**config.mk**
```make
export PLATFORM = sky130hd
export DESIGN_NAME = pipeline_stall_controller
export DESIGN_NICKNAME = d
export VERILOG_FILES = /design/src/rtl/pipeline_ctrl_pkg.sv /design/src/rtl/pipeline_stall_controller_sat_counter.sv /design/src/rtl/pipeline_stall_controller.sv
export SDC_FILE = /design/constraint.sdc
export NUM_CORES = 1
export LEC_CHECK = 0
export ABC_AREA = 1
export CAP_MARGIN = 20
export CORE_ASPECT_RATIO = 0.7
export CORE_MARGIN = 2
export CORE_UTILIZATION = 40
export DETAILED_ROUTE_END_ITERATION = 12
export GPL_ROUTABILITY_DRIVEN = 0
export PLACE_DENSITY = 0.69
export SLEW_MARGIN = 20
export SYNTH_ARGS = -nofsm -noshare
export SYNTH_HDL_FRONTEND = slang
export SYNTH_SLANG_ARGS = --single-unit
```
**constraint.sdc**
```tcl
create_clock -name clk -period 3.11 [get_ports clk]
set_input_delay 0.7775 -clock clk [delete_from_list [all_inputs] [get_ports clk]]
set_output_delay 0.7775 -clock clk [all_outputs]
set_load 0.005 [all_outputs]
```
**src/rtl/pipeline_ctrl_pkg.sv**
```systemverilog
// Shared encodings for the pipeline stall controller: FSM states and the
// per-stage control vector with its NORMAL/FREEZE presets.
package pipeline_ctrl_pkg;

  typedef enum logic [1:0] {
    RUN      = 2'b00,
    MEM_WAIT = 2'b01,
    ERROR    = 2'b10
  } ctrl_state_e;

  typedef struct packed {
    logic pc_write;
    logic if_id_write;
    logic if_id_flush;
    logic id_ex_write;
    logic id_ex_bubble;
    logic ex_mem_write;
    logic mem_wb_bubble;
  } ctrl_t;

  localparam ctrl_t CTRL_NORMAL = '{pc_write: 1'b1, if_id_write: 1'b1, if_id_flush: 1'b0,
                                    id_ex_write: 1'b1, id_ex_bubble: 1'b0,
                                    ex_mem_write: 1'b1, mem_wb_bubble: 1'b0};
  localparam ctrl_t CTRL_FREEZE = '{pc_write: 1'b0, if_id_write: 1'b0, if_id_flush: 1'b0,
                                    id_ex_write: 1'b0, id_ex_bubble: 1'b0,
                                    ex_mem_write: 1'b0, mem_wb_bubble: 1'b1};

  // Unfrozen decode: branch squashes the dependent op, so it wins over load-use.
  function automatic ctrl_t run_ctrl(input logic branch_taken, input logic hazard_stall);
    ctrl_t c;
    c = CTRL_NORMAL;
    if (branch_taken) begin
      c.if_id_flush  = 1'b1;
      c.id_ex_bubble = 1'b1;
    end else if (hazard_stall) begin
      c.pc_write     = 1'b0;
      c.if_id_write  = 1'b0;
      c.id_ex_bubble = 1'b1;
    end
    return c;
  endfunction

endpackage

```
**src/rtl/pipeline_stall_controller_sat_counter.sv**
```systemverilog
// Saturating up-counter; holds at all-ones instead of wrapping.
module sat_counter #(
  parameter int WIDTH = 32
) (
  input  logic             clk,
  input  logic             rst_n,
  input  logic             inc,
  output logic [WIDTH-1:0] count
);

  always_ff @(posedge clk or negedge rst_n) begin
    if (!rst_n)                  count <= '0;
    else if (inc && count != '1) count <= count + 1'b1;
  end

endmodule

```
**src/rtl/pipeline_stall_controller.sv**
```systemverilog
// Central 5-stage pipeline control: Mealy stall/flush decode, memory-wait FSM
// with timeout trap, and stall/flush performance counters.
module pipeline_stall_controller
  import pipeline_ctrl_pkg::*;
#(
  parameter int MEM_TIMEOUT = 255,
  parameter int CNT_W       = 32
) (
  input  logic             clk,
  input  logic             rst_n,
  input  logic             hazard_stall,
  input  logic             branch_taken,
  input  logic             dmem_req,
  input  logic             dmem_ready,
  output logic             pc_write,
  output logic             if_id_write,
  output logic             if_id_flush,
  output logic             id_ex_write,
  output logic             id_ex_bubble,
  output logic             ex_mem_write,
  output logic             mem_wb_bubble,
  output logic             mem_timeout_err,
  output logic [CNT_W-1:0] stall_count,
  output logic [CNT_W-1:0] flush_count,
  output logic [1:0]       ctrl_state
);

  localparam int WW = (MEM_TIMEOUT < 1) ? 1 : $clog2(MEM_TIMEOUT + 1);
  localparam logic [WW-1:0] WAIT_LAST = WW'(MEM_TIMEOUT - 1);

  ctrl_state_e   state_q, state_d;
  logic [WW-1:0] wait_q, wait_d;
  ctrl_t         ctrl;

  always_ff @(posedge clk or negedge rst_n) begin
    if (!rst_n) begin
      state_q         <= RUN;
      wait_q          <= '0;
      mem_timeout_err <= 1'b0;
    end else begin
      state_q <= state_d;
      wait_q  <= wait_d;
      if (state_d == ERROR) mem_timeout_err <= 1'b1;
    end
  end

  always_comb begin
    state_d = state_q;
    wait_d  = wait_q;
    ctrl    = CTRL_NORMAL;
    case (state_q)
      RUN: begin
        if (dmem_req && !dmem_ready) begin
          ctrl    = CTRL_FREEZE;
          state_d = MEM_WAIT;
          wait_d  = '0;
        end else begin
          ctrl = run_ctrl(branch_taken, hazard_stall);
        end
      end
      MEM_WAIT: begin
        if (dmem_ready) begin
          ctrl    = run_ctrl(branch_taken, hazard_stall);
          state_d = RUN;
        end else begin
          ctrl   = CTRL_FREEZE;
          wait_d = wait_q + 1'b1;
          if (wait_q == WAIT_LAST) state_d = ERROR;
        end
      end
      ERROR: ctrl = CTRL_FREEZE;
      default: begin
        ctrl    = CTRL_FREEZE;
        state_d = RUN;
      end
    endcase
    // Hold everything and inject a bubble while reset is asserted.
    if (!rst_n) begin
      ctrl              = CTRL_FREEZE;
      ctrl.id_ex_bubble = 1'b1;
    end
  end

  assign pc_write      = ctrl.pc_write;
  assign if_id_write   = ctrl.if_id_write;
  assign if_id_flush   = ctrl.if_id_flush;
  assign id_ex_write   = ctrl.id_ex_write;
  assign id_ex_bubble  = ctrl.id_ex_bubble;
  assign ex_mem_write  = ctrl.ex_mem_write;
  assign mem_wb_bubble = ctrl.mem_wb_bubble;
  assign ctrl_state    = state_q;

  // FREEZE and load-use stalls are exactly the cycles with the PC held.
  sat_counter #(.WIDTH(CNT_W)) u_stall_cnt (
    .clk   (clk),
    .rst_n (rst_n),
    .inc   (~ctrl.pc_write),
    .count (stall_count)
  );

  sat_counter #(.WIDTH(CNT_W)) u_flush_cnt (
    .clk   (clk),
    .rst_n (rst_n),
    .inc   (ctrl.if_id_flush),
    .count (flush_count)
  );

endmodule

```
# --- Word level (Yosys, flattened, before mapping) ---
# Index checks and enable logic that the tools add are counted.
word_totals:
  output_inout_bits: 74
  input_bits: 6
  ff_bits: 75
  elab_cells: 40
classes:
  addsub: 3
  n_mux: 16
  bitwise: 1
  reduce_logical: 7
  n_eq_ne: 8
ops:
  columns: ["cell", "count"]
  rows:
  - ["$add A32 B1 Y32 const B", 2]
  - ["$ne A32 B32 Y1 const B", 2]
  - ["$mux W7", 3]
  - ["$mux W8", 2]
  - ["$pmux W8 S2", 1]
  - ["$pmux W7 S2", 1]
  - ["$mux W2", 5]
  - ["$add A8 B1 Y8 const B", 1]
  - ["$eq A8 B8 Y1 const B", 1]
  - ["$pmux W2 S3", 1]
  - ["$eq A2 B2 Y1 const B", 2]
  - ["$ne A2 B2 Y1 const B", 2]
  - ["$logic_and A1 B1 Y1", 3]
  - ["$mux W1", 3]
  - ["$reduce_and A3 Y1", 1]
  - ["$eq A2 B1 Y1 const B", 1]
  - ["$logic_not A2 Y1", 1]
  - ["$reduce_bool A2 Y1", 1]
  - ["$logic_not A1 Y1", 1]
  - ["$not A1 Y1", 1]

# --- Longest topological paths before layout ---
depth:
  ltp_word: 7
  depth_mapped: 11
  mapped_depth_nobuf: 10

# --- Modules after synthesis ---
# From an unflattened synthesis, not the netlist that was laid out.
hier_totals:
  cells_unflattened: 764
  hier_area_um2: 5101.1
by_module_without_submodules:
  columns: ["module", "cells_per_inst", "seq_area_each_um2", "area_each_um2", "n_inst"]
  rows:
  - ["sat_counter", 333, 800.8, 2190.9, 2]
  - ["pipeline_stall_controller", 98, 275.3, 719.4, 1]

# --- Worst setup path after synthesis ---
# Ideal clock, no wire load.
synth_path:
  path_kind: "input -> output"
  startpoint: "in dmem_ready"
  endpoint: "out id_ex_bubble"
  required_time_ns: 2.332
  path_slack_ns: 0.799
  path_buffers: 1
  arrival_ns: 1.533
  stages: 7
  path_cell_list: "inv_1 > nand2_1 > nor2_1 > nor2_1 > inv_1 > buf_2 > o31ai_1"
synth_via:
  elab_chain_cells: 5
  word_cells_on_any_way: 6
  cone_classes: "mux: 4; reduce/logical: 2"
synth_lines:
  columns: ["element", "line_no", "source"]
  rows:
  - ["start, declared", "pipeline_stall_controller.sv:14", "input logic dmem_ready,"]
  - ["$logic_not A1 Y1", "pipeline_stall_controller.sv:53", "if (dmem_req && !dmem_ready) begin"]
  - ["$logic_and A1 B1 Y1", "pipeline_stall_controller.sv:53", null]
  - ["$mux W7", "pipeline_stall_controller.sv:53", null]
  - ["$pmux W7 S2 (*)", "pipeline_stall_controller.sv:51", "case (state_q)"]
  - ["$mux W7 (*)", "pipeline_stall_controller.sv:78", "if (!rst_n) begin"]
  - ["end, declared", "pipeline_stall_controller.sv:19", "output logic id_ex_bubble,"]
# Mark *: on every way between the ends. The rest lies on a longest branch, timed or not.

# --- Worst setup path after layout ---
layout_path:
  startpoint: "in dmem_ready"
  endpoint: "out if_id_flush"
layout_via:
  elab_chain_cells: 5
  word_cells_on_any_way: 6
  cone_classes: "mux: 4; reduce/logical: 2"
layout_lines:
  columns: ["element", "line_no", "source"]
  rows:
  - ["$logic_not A1 Y1", "pipeline_stall_controller.sv:53", null]
  - ["$logic_and A1 B1 Y1", "pipeline_stall_controller.sv:53", null]
  - ["$mux W7", "pipeline_stall_controller.sv:53", null]
  - ["$pmux W7 S2 (*)", "pipeline_stall_controller.sv:51", null]
  - ["$mux W7 (*)", "pipeline_stall_controller.sv:78", null]
  - ["end, declared", "pipeline_stall_controller.sv:17", "output logic if_id_flush,"]
# Marks and branches as above.

==> flow_summary.json <==
{
  "outcome": "finished clean",
  "via_count": 5082,
  "rows": 34,
  "synth-edff-count": 0,
  "hp-class": "reg -> reg",
  "syn-num-nets": 799,
  "path_class": "in -> out",
  "finalClockSkew_ns": 0.01169,
  "yosysWarnings": 0,
  "setup_tns_ns": 0,
  "drc": 0,
  "initial_core_util_pct": 40.71,
  "grt_first_pass_wirelength_um": 23300,
  "design_area_um2": 6310,
  "drt_first_pass_iters": 6,
  "netlist_area_um2": 5040,
  "cp.arrival_ns": 2.21,
  "cts_root_buffer": "clkbuf_16",
  "synthFlopType": "dfrtp_1",
  "layout_common_cells": "nand2_1, nor2_1, clkdlybuf4s50_1",
  "grt_pass1_vias": 4593,
  "routed_via_density": 4.877,
  "placed_area_um2": 5977,
  "final_common_cell": "nand2_1",
  "path_max_fanout": 3,
  "setup_viol": 0,
  "fin_crit_ns": 2.992,
  "tritoncts": "built",
  "finalWorstSetupSlack_ns": 0.1179,
  "cts_sinks": 75,
  "antenna_cells": 0,
  "powerDensity_nw_per_um2": 445.1,
  "antenna_found_initial": 0,
  "place_ws_ns": -0.05708,
  "io_buffers": 79,
  "nNetsFinal": 885,
  "first_iter_violations": 428,
  "drt-total-wl_um": 13630,
  "p_leak_uw": 0.002873,
  "irDropWorstVdd_mv": 0.2561,
  "tightest_slew_ns": 0.5758,
  "die_h_um": 97.92,
  "hold_viol": 0,
  "clk_latency_ns": 0.34,
  "die_area_um2": 13530,
  "fp.coreArea_um2": 12380,
  "r2r_slack_ns": 1.12,
  "syn_inst": 789,
  "p_total_uw": 2808,
  "clkSlewWorstSetupHoldPaths_ns": 0.07,
  "hpwl_um": 10340,
  "rsz0062_at_grt": "false",
  "maxCapViolCount": 0,
  "ios": 80,
  "htree_levels": 3,
  "final_antenna_net_count": 0,
  "grt_max_degree": 44,
  "yosysUniqueCellTypes": 28,
  "timing.final.crit_share_pct": 96.21,
  "seq_area_frac_synth_pct": 37.24,
  "clk_path_buf_depth": 2,
  "crit_required_ns": 2.33,
  "async_reset_ff_share_pct": 100.0,
  "die_x_um": 138.2,
  "syn_area_per_cell_um2": 6.388,
  "grt_overflow": 0,
  "cts_buffers": 9,
  "drive_gt1_share_pct": 4.886,
  "fmax_mhz": 334.2,
  "synth-seq-cells": 75,
  "grt.total_usage_pct": 21.26,
  "slew_headroom_pct": 61.62,
  "utilization_pct": 50.97,
  "wl_per_cell_um": 13.08,
  "area_growth_pct": 25.20,
  "cp-end-kind": "primary output",
  "startpoint_type": "input port",
  "report.final.slew_viol_count": 0
}
==> final cells by class <==
type / count / area, µm²
timing repair buffer: 88 / 854.6
fill: 1272 / 6070
clock buffer: 10 / 239.0
sequential: 75 / 1877
clock inverter: 6 / 95.09
multi-input combinational: 631 / 2771
tap: 162 / 202.7
inverter: 70 / 270.3
==> metal layers <==
metal	global-route usage (%)	part of all wire, %	vias to the layer above	wire length (µm)
met2	27.30	37	173	5019
met1	34.96	54	2306	7374
met3	5.248	8.3	9	1138
met5	0	0	-	0
li1	-	-	2594	-
met4	4.553	0.70	0	96
==> Yosys cell counts, types with 5 or more instances <==
cell type	n	area (µm²)
buf_4	5	37.54
buf_6	7	78.83
dfrtp_1	75	1877
inv_1	68	255.2
nand2_1	394	1479
nand2_4	5	56.30
nand3_1	39	195.2
nand3b_1	5	37.54
nand4_1	11	68.82
nor2_1	108	405.4
nor2_4	5	56.30
nor3_1	5	25.02
o21ai_0	18	90.09
xnor2_1	13	113.9
xor2_1	12	105.1
==> power by group <==
group	internal, µW	leakage [µW]	switching [µW]
logic	224	0.00168	243
clock network	733	0.000164	433
registers	1050	0.00102	126
==> worst max-delay path, stage by stage <==
cell             delay (ns)
clkdlybuf4s50_1        0.48
inv_1                  0.05
o21ai_1                0.09
nand3_1                0.18
nor2_4                 0.13
clkdlybuf4s50_1        0.51
==> registers in the layout, indices dropped and copies added, names as in the netlist <==
signal,cells
u_stall_cnt.count,32
wait_q,8
mem_timeout_err,1
u_flush_cnt.count,32
ctrl_state,2
==> final timing paths <==
kind                                    endpoint  depth (start not counted)                 start
setup / recovery                     if_id_flush                          6            dmem_ready
setup reg to reg           u_stall_cnt.count[31]                         10  u_stall_cnt.count[0]
hold / removal                   mem_timeout_err                          1       mem_timeout_err
max in group asynchronous  u_stall_cnt.count[22]                          3                 rst_n
min in group asynchronous  u_stall_cnt.count[12]                          2                 rst_n
hold reg to reg                  mem_timeout_err                          1       mem_timeout_err
==> stage by stage <==
step	hold slack, ns	cells
6_report	0.4707	1042
5_1_grt	0.5151	1042
4_1_cts	0.4820	1042
3_5_place_dp	0.4616	1026
3_3_place_gp	0.4684	1026
2_1_floorplan	0.4629	789
==> kinds of logic (layout without fill, tap and decap cells) <==
group | Yosys count | count (layout) | share of synthesized area [%]
buffers and inverters | 83 | 174 | 7.771
xor gates and xnor gates | 25 | 25 | 4.345
adders and majority gates | 4 | 4 | 0.9931
and+or+nand+nor | 579 | 579 | 47.29
AOI/OAI and AO/OA | 23 | 23 | 2.359
DFF | 75 | 75 | 37.24
==> timing repair <==
action                     4_1_cts  5_1_grt
setup buffers                    0        0
hold buffers                     0        0
gates resized for setup          1        0
hold endpoints to repair         0        0
setup endpoints to repair        1        0
Note: power is estimated with default switching activity, not from simulation.
